[src/rtl/core_pkg.sv]
// Shared definitions for the 16-bit core: opcodes, field positions and
// the ID/EX pipeline bundle.
package core_pkg;

    localparam int XLEN   = 16;
    localparam int REG_AW = 4;
    localparam int NREGS  = 16;

    localparam logic [XLEN-1:0] NOP = 16'h0000;

    localparam logic [3:0] OP_NOP   = 4'h0;
    localparam logic [3:0] OP_ADD   = 4'h1;
    localparam logic [3:0] OP_SUB   = 4'h2;
    localparam logic [3:0] OP_AND   = 4'h3;
    localparam logic [3:0] OP_OR    = 4'h4;
    localparam logic [3:0] OP_ADDI  = 4'h5;
    localparam logic [3:0] OP_LOAD  = 4'h8;
    localparam logic [3:0] OP_STORE = 4'h9;
    localparam logic [3:0] OP_BEQ   = 4'hC;
    localparam logic [3:0] OP_JMP   = 4'hD;

    localparam int OP_HI = 15;
    localparam int OP_LO = 12;
    localparam int RD_HI = 11;
    localparam int RD_LO = 8;
    localparam int RS_HI = 7;
    localparam int RS_LO = 4;
    localparam int RT_HI = 3;
    localparam int RT_LO = 0;

    typedef struct packed {
        logic [XLEN-1:0]   npc;
        logic [XLEN-1:0]   opa;
        logic [XLEN-1:0]   opb;
        logic [XLEN-1:0]   imm;
        logic [REG_AW-1:0] rd;
        logic [3:0]        op;
        logic              regwr;
        logic              memrd;
        logic              memwr;
        logic              br;
    } id_ex_t;

endpackage

[src/rtl/regfile_16x16.sv]
// 16x16 register file: two combinational read ports with write-through,
// one synchronous write port, r0 hardwired to zero.
module regfile_16x16
    import core_pkg::*;
(
    input  logic              clk,
    input  logic              rst_n,
    input  logic [REG_AW-1:0] raddr_a,
    input  logic [REG_AW-1:0] raddr_b,
    output logic [XLEN-1:0]   rdata_a,
    output logic [XLEN-1:0]   rdata_b,
    input  logic              we,
    input  logic [REG_AW-1:0] waddr,
    input  logic [XLEN-1:0]   wdata
);

    logic [XLEN-1:0] mem [NREGS];

    always_ff @(posedge clk) begin
        if (!rst_n) begin
            for (int i = 0; i < NREGS; i++) begin
                mem[i] <= '0;
            end
        end else if (we && waddr != '0) begin
            mem[waddr] <= wdata;
        end
    end

    always_comb begin
        rdata_a = mem[raddr_a];
        if (raddr_a == '0) begin
            rdata_a = '0;
        end else if (we && waddr == raddr_a) begin
            rdata_a = wdata;
        end
    end

    always_comb begin
        rdata_b = mem[raddr_b];
        if (raddr_b == '0) begin
            rdata_b = '0;
        end else if (we && waddr == raddr_b) begin
            rdata_b = wdata;
        end
    end

endmodule

[src/rtl/instruction_decode.sv]
// ID stage: decodes the IF/ID instruction, reads operands, detects
// load-use hazards and registers the ID/EX bundle.
module instruction_decode
    import core_pkg::*;
(
    input  logic              clk,
    input  logic              rst_n,
    input  logic [XLEN-1:0]   NPC_IF,
    input  logic [XLEN-1:0]   INST_IF,
    input  logic              FLUSH,
    input  logic              WB_EN,
    input  logic [REG_AW-1:0] WB_ADDR,
    input  logic [XLEN-1:0]   WB_DATA,
    output logic              STALL,
    output logic [XLEN-1:0]   NPC_ID,
    output logic [XLEN-1:0]   OPA_ID,
    output logic [XLEN-1:0]   OPB_ID,
    output logic [XLEN-1:0]   IMM_ID,
    output logic [REG_AW-1:0] RD_ID,
    output logic [3:0]        OP_ID,
    output logic              REGWR_ID,
    output logic              MEMRD_ID,
    output logic              MEMWR_ID,
    output logic              BR_ID
);

    id_ex_t q, d;

    logic [3:0]        op;
    logic [REG_AW-1:0] rd, rs, rt;
    logic [REG_AW-1:0] raddr_a, raddr_b;
    logic [XLEN-1:0]   rdata_a, rdata_b;
    logic [XLEN-1:0]   imm;
    logic              is_alu, is_addi, is_load;
    logic              is_store, is_beq, is_jmp;
    logic              use_rd, use_rs, use_rt;
    logic              valid, hit;

    assign op = INST_IF[OP_HI:OP_LO];
    assign rd = INST_IF[RD_HI:RD_LO];
    assign rs = INST_IF[RS_HI:RS_LO];
    assign rt = INST_IF[RT_HI:RT_LO];

    assign is_alu   = op inside {OP_ADD, OP_SUB, OP_AND, OP_OR};
    assign is_addi  = (op == OP_ADDI);
    assign is_load  = (op == OP_LOAD);
    assign is_store = (op == OP_STORE);
    assign is_beq   = (op == OP_BEQ);
    assign is_jmp   = (op == OP_JMP);

    assign valid = is_alu | is_addi | is_load
                 | is_store | is_beq | is_jmp;

    always_comb begin
        use_rd = 1'b0;
        use_rs = 1'b0;
        use_rt = 1'b0;
        imm    = '0;
        unique case (1'b1)
            is_alu, is_store: begin
                use_rs = 1'b1;
                use_rt = 1'b1;
            end
            is_addi: begin
                use_rd = 1'b1;
                imm    = {{8{INST_IF[7]}}, INST_IF[7:0]};
            end
            is_load: use_rs = 1'b1;
            is_beq: begin
                use_rd = 1'b1;
                use_rs = 1'b1;
                imm    = {{12{INST_IF[3]}}, INST_IF[3:0]};
            end
            is_jmp: imm = {{4{INST_IF[11]}}, INST_IF[11:0]};
            default: ;
        endcase
    end

    // Port A carries rd for ADDI, port B carries rd for ADDI and BEQ.
    assign raddr_a = is_addi ? rd : rs;
    assign raddr_b = use_rd ? rd : rt;

    regfile_16x16 u_rf (
        .clk     (clk),
        .rst_n   (rst_n),
        .raddr_a (raddr_a),
        .raddr_b (raddr_b),
        .rdata_a (rdata_a),
        .rdata_b (rdata_b),
        .we      (WB_EN),
        .waddr   (WB_ADDR),
        .wdata   (WB_DATA)
    );

    assign hit = (q.rd != '0)
               && ((use_rd && rd == q.rd)
                || (use_rs && rs == q.rd)
                || (use_rt && rt == q.rd));

    assign STALL = !FLUSH && q.memrd && hit;

    always_comb begin
        d = '0;
        if (valid) begin
            d.npc   = NPC_IF;
            d.opa   = (use_rs | use_rd) ? rdata_a : '0;
            d.opb   = (use_rt | use_rd) ? rdata_b : '0;
            d.imm   = imm;
            d.regwr = is_alu | is_addi | is_load;
            d.rd    = d.regwr ? rd : '0;
            d.op    = op;
            d.memrd = is_load;
            d.memwr = is_store;
            d.br    = is_beq | is_jmp;
        end
    end

    always_ff @(posedge clk) begin
        if (!rst_n) begin
            q <= '0;
        end else if (FLUSH || STALL) begin
            q <= '0;
        end else begin
            q <= d;
        end
    end

    assign NPC_ID   = q.npc;
    assign OPA_ID   = q.opa;
    assign OPB_ID   = q.opb;
    assign IMM_ID   = q.imm;
    assign RD_ID    = q.rd;
    assign OP_ID    = q.op;
    assign REGWR_ID = q.regwr;
    assign MEMRD_ID = q.memrd;
    assign MEMWR_ID = q.memwr;
    assign BR_ID    = q.br;

endmodule

[config.mk]
export PLATFORM = sky130hd
export DESIGN_NAME = instruction_decode
export DESIGN_NICKNAME = d
export VERILOG_FILES = /design/src/rtl/core_pkg.sv /design/src/rtl/regfile_16x16.sv /design/src/rtl/instruction_decode.sv
export SDC_FILE = /design/constraint.sdc
export NUM_CORES = 1
export LEC_CHECK = 0
export BUFFER_PORTS_ARGS = -buffer_cell sky130_fd_sc_hd__buf_2
export CAP_MARGIN = 40
export CORE_ASPECT_RATIO = 1.5
export CORE_MARGIN = 1
export CORE_UTILIZATION = 50
export CTS_BUF_LIST = sky130_fd_sc_hd__clkbuf_4 sky130_fd_sc_hd__clkbuf_8
export CTS_CLUSTER_DIAMETER = 40
export DETAILED_ROUTE_END_ITERATION = 10
export HOLD_SLACK_MARGIN = 0.02
export MAX_ROUTING_LAYER = met4
export PLACE_DENSITY_LB_ADDON = 0.25
export SETUP_SLACK_MARGIN = 0.15
export SYNTH_ARGS = -nofsm -noshare
export SYNTH_HDL_FRONTEND = slang
export SYNTH_SLANG_ARGS = --single-unit
export TNS_END_PERCENT = 10
[constraint.sdc]
create_clock -name clk -period 3.2 [get_ports clk]
set_clock_uncertainty 0.1 [all_clocks]
set_input_delay 0.32 -clock clk [delete_from_list [all_inputs] [get_ports clk]]
set_output_delay 0.32 -clock clk [all_outputs]
set_load 0.02 [all_outputs]
==> out/qor.yml <==
status: "finished, final reports clean"
place.gp.congestion: 0.999
dieArea_um2: 34400
layout_common_cells: "edfxtp_1 (256), and2_1 (222), buf_2 (131), mux2i_1 (128), buf_4 (74)"
synth_warnings: 0
cpMostUsedCell: "buf_4"
drt_iter0_markers: 1176
vias: 13100
crit_family: "buffers and inverters"
clock_latency_ns: 0.62
cp.arrival_ns: 3.43
numCtsBuffers: 51
grt_pass1_vias: 13200
dp.cells: 1913
period_minus_slack_ns: 3.02
synthMuxAreaShare: 0.141
clkSlewWorstSetupHoldPaths_ns: 0.07
cp_num_buf_inv: 4
grtUsageTotal: 0.358
relSlewSlack: 0.393
avgSynthCellArea_um2: 12.2
drv_slew: 0
ant_nets: 0
syn_area_um2: 16800
drc: 0
finalCritPeriodShare: 0.945
area.growth.synth_to_final_pct: 19.2
drv_cap: 0
finalHoldViolCount: 0
antenna_found_initial: 3
hpwl_um: 38300
finalSetupViolations: 0
p_per_area_nw_per_um2: 521
fin_hold_ws_ns: 0.0412
final_layout_size_suffix_gt1_frac: 0.258
yosysUniqueCellTypes: 67
synth_compound_area_frac: 0.103
pwr-share-comb: 0.149
ys_seq_area_frac: 0.543
fin_cells: 2044
place_ws_ns: 0.0988
cts_setup_buffers: 0
layout_setup_ws_ns: 0.176
ios: 133
fin_nets: 1639
synth_edf_count: 256
synth-xor-area-share: 0.0114
grt_max_degree: 50
p_int_uw: 7630
vias_per_cell: 6.40
coreArea_um2: 32800
crit_fanout: 20
swShare: 0.269
die_w_um: 152
initial_core_util: 0.512
ir_drop_v: 0.000283
ys_ff_latch: 328
grt_first_pass_wirelength_um: 84100
synth_ff_type: "edfxtp_1"
crit_type: "in -> reg"
cts_buffer_depth: 3
final_common_cell: "edfxtp_1"
fillers: 2656
cts-htree-levels: 2
worstMarginPinSlew_ns: 0.906
dr.pass1.iters: 6
tritoncts: "built"
switchingPower_uw: 2800
rsz0062_at_grt: "yes"
syn_inst: 1382
root_buffer: "clkbuf_8"
end_kind: "register"
io_buffers: 132
wl_per_cell_um: 28.5
synthSimpleGateAreaFrac: 0.165
slowest_stage: "dlygate4sd3_1"
slowest_delay_ns: 0.55
wl_um: 58300
start_kind: "input port"
synth_top_family_by_area: "simple AND/OR/NAND/NOR gates"
max_freq_mhz: 331
grt-ovfl-total: 0
path_cells: "dlygate4sd3_1 -> buf_4 -> and4bb_1 -> buf_4 -> mux2i_4 -> buf_4 -> mux4_2 -> a211oi_1 -> nand3_1 -> o211a_1"
ys_async_sr_fraction: 0
seqPwrFrac: 0.475
placementRows: 81
power_frac_clock: 0.376
synthAdderAreaFrac: 0
p_leak_uw: 0.00812
required_ns: 3.60
hold_class: "in -> reg"
clock_sinks: 328
die_y_um: 227
timing.setup.tns_ns: 0
-- registers in the layout, indices dropped and copies added (netlist names) --
name / cells
MEMWR_ID: 1
NPC_ID: 16
MEMRD_ID: 1
OPB_ID: 16
OP_ID: 4
OPA_ID: 16
u_rf.mem: 256
IMM_ID: 12
REGWR_ID: 1
RD_ID: 4
BR_ID: 1
-- power by group through the flow --
stage          Clock (µW)  Sequential (µW)  Combinational, µW
3_3_place_gp            0             5030               1460
6_report             3920             4960               1550
3_5_place_dp            0             5040               1480
5_1_grt              4110             4980               1630
2_1_floorplan           0             5020                862
4_1_cts              3960             4950               1520
-- layer usage --
metal / global-route usage / vias up / part of all wire
met1: 0.392 / 6369 / 0.35
met5: - / - / 0
met4: 0.279 / 0 / 0.087
met2: 0.571 / 821 / 0.48
li1: - / 5612 / -
met3: 0.0648 / 272 / 0.085
-- area by class of cell --
cell class,instances,area [µm²],area share
Antenna cell,3,7.51,0.000375
Clock buffer,77,966,0.0483
Clock inverter,19,189,0.00944
Inverter,7,26.3,0.00131
Multi-Input combinational cell,936,7220,0.361
Sequential cell,328,9130,0.456
Tap cell,415,519,0.0259
Timing Repair Buffer,259,1960,0.0978
-- cell usage after synthesis, types with 29 or more instances --
master    number  area share
a211oi_1      36       0.016
and2_1       222       0.083
and3_1        53       0.020
buf_2         31      0.0092
clkbuf_1      76       0.017
dfxtp_1       72       0.086
edfxtp_1     256        0.46
mux2_2        29       0.019
mux2i_1      128       0.076
mux4_2        32       0.043
nand2_1       72       0.016
nand3_1       39       0.012
nor2_1        30      0.0067
o22ai_1       34       0.013
-- worst paths after layout --
path                   start        end  slack [ns]  depth (start not counted)
min reg2reg  u_rf.mem[14][5]  OPB_ID[5]        0.73                          4
max              INST_IF[13]  OPA_ID[6]        0.18                         10
min              INST_IF[14]   MEMWR_ID        0.04                          2
max reg2reg         RD_ID[0]  IMM_ID[5]        0.62                          8
-- logic make-up after synthesis --
logic type | after synthesis
xor gates and xnor gates | 21
muxes | 192
and+or+nand+nor | 483
DFF | 328
other | 1
buffers and inverters | 133
AOI/OAI and AO/OA | 224
-- through the flow --
step / area, µm² / utilization / total power [µW]
2_1_floorplan: 16900 / - / 5880
3_3_place_gp: 18500 / 0.562 / 6500
3_5_place_dp: 18500 / 0.563 / 6520
4_1_cts: 20000 / 0.609 / 10400
5_1_grt: 20000 / 0.610 / 10700
6_report: 20000 / 0.610 / 10400
-- what timing repair did --
| action | in CTS | in global routing |
|---|---|---|
| setup endpoints to repair | 0 | 2 |
| hold buffers | 33 | 0 |
| hold endpoints to repair | 36 | 0 |
| resized for setup | 0 | 6 |
(Power assumes the default switching activity.)
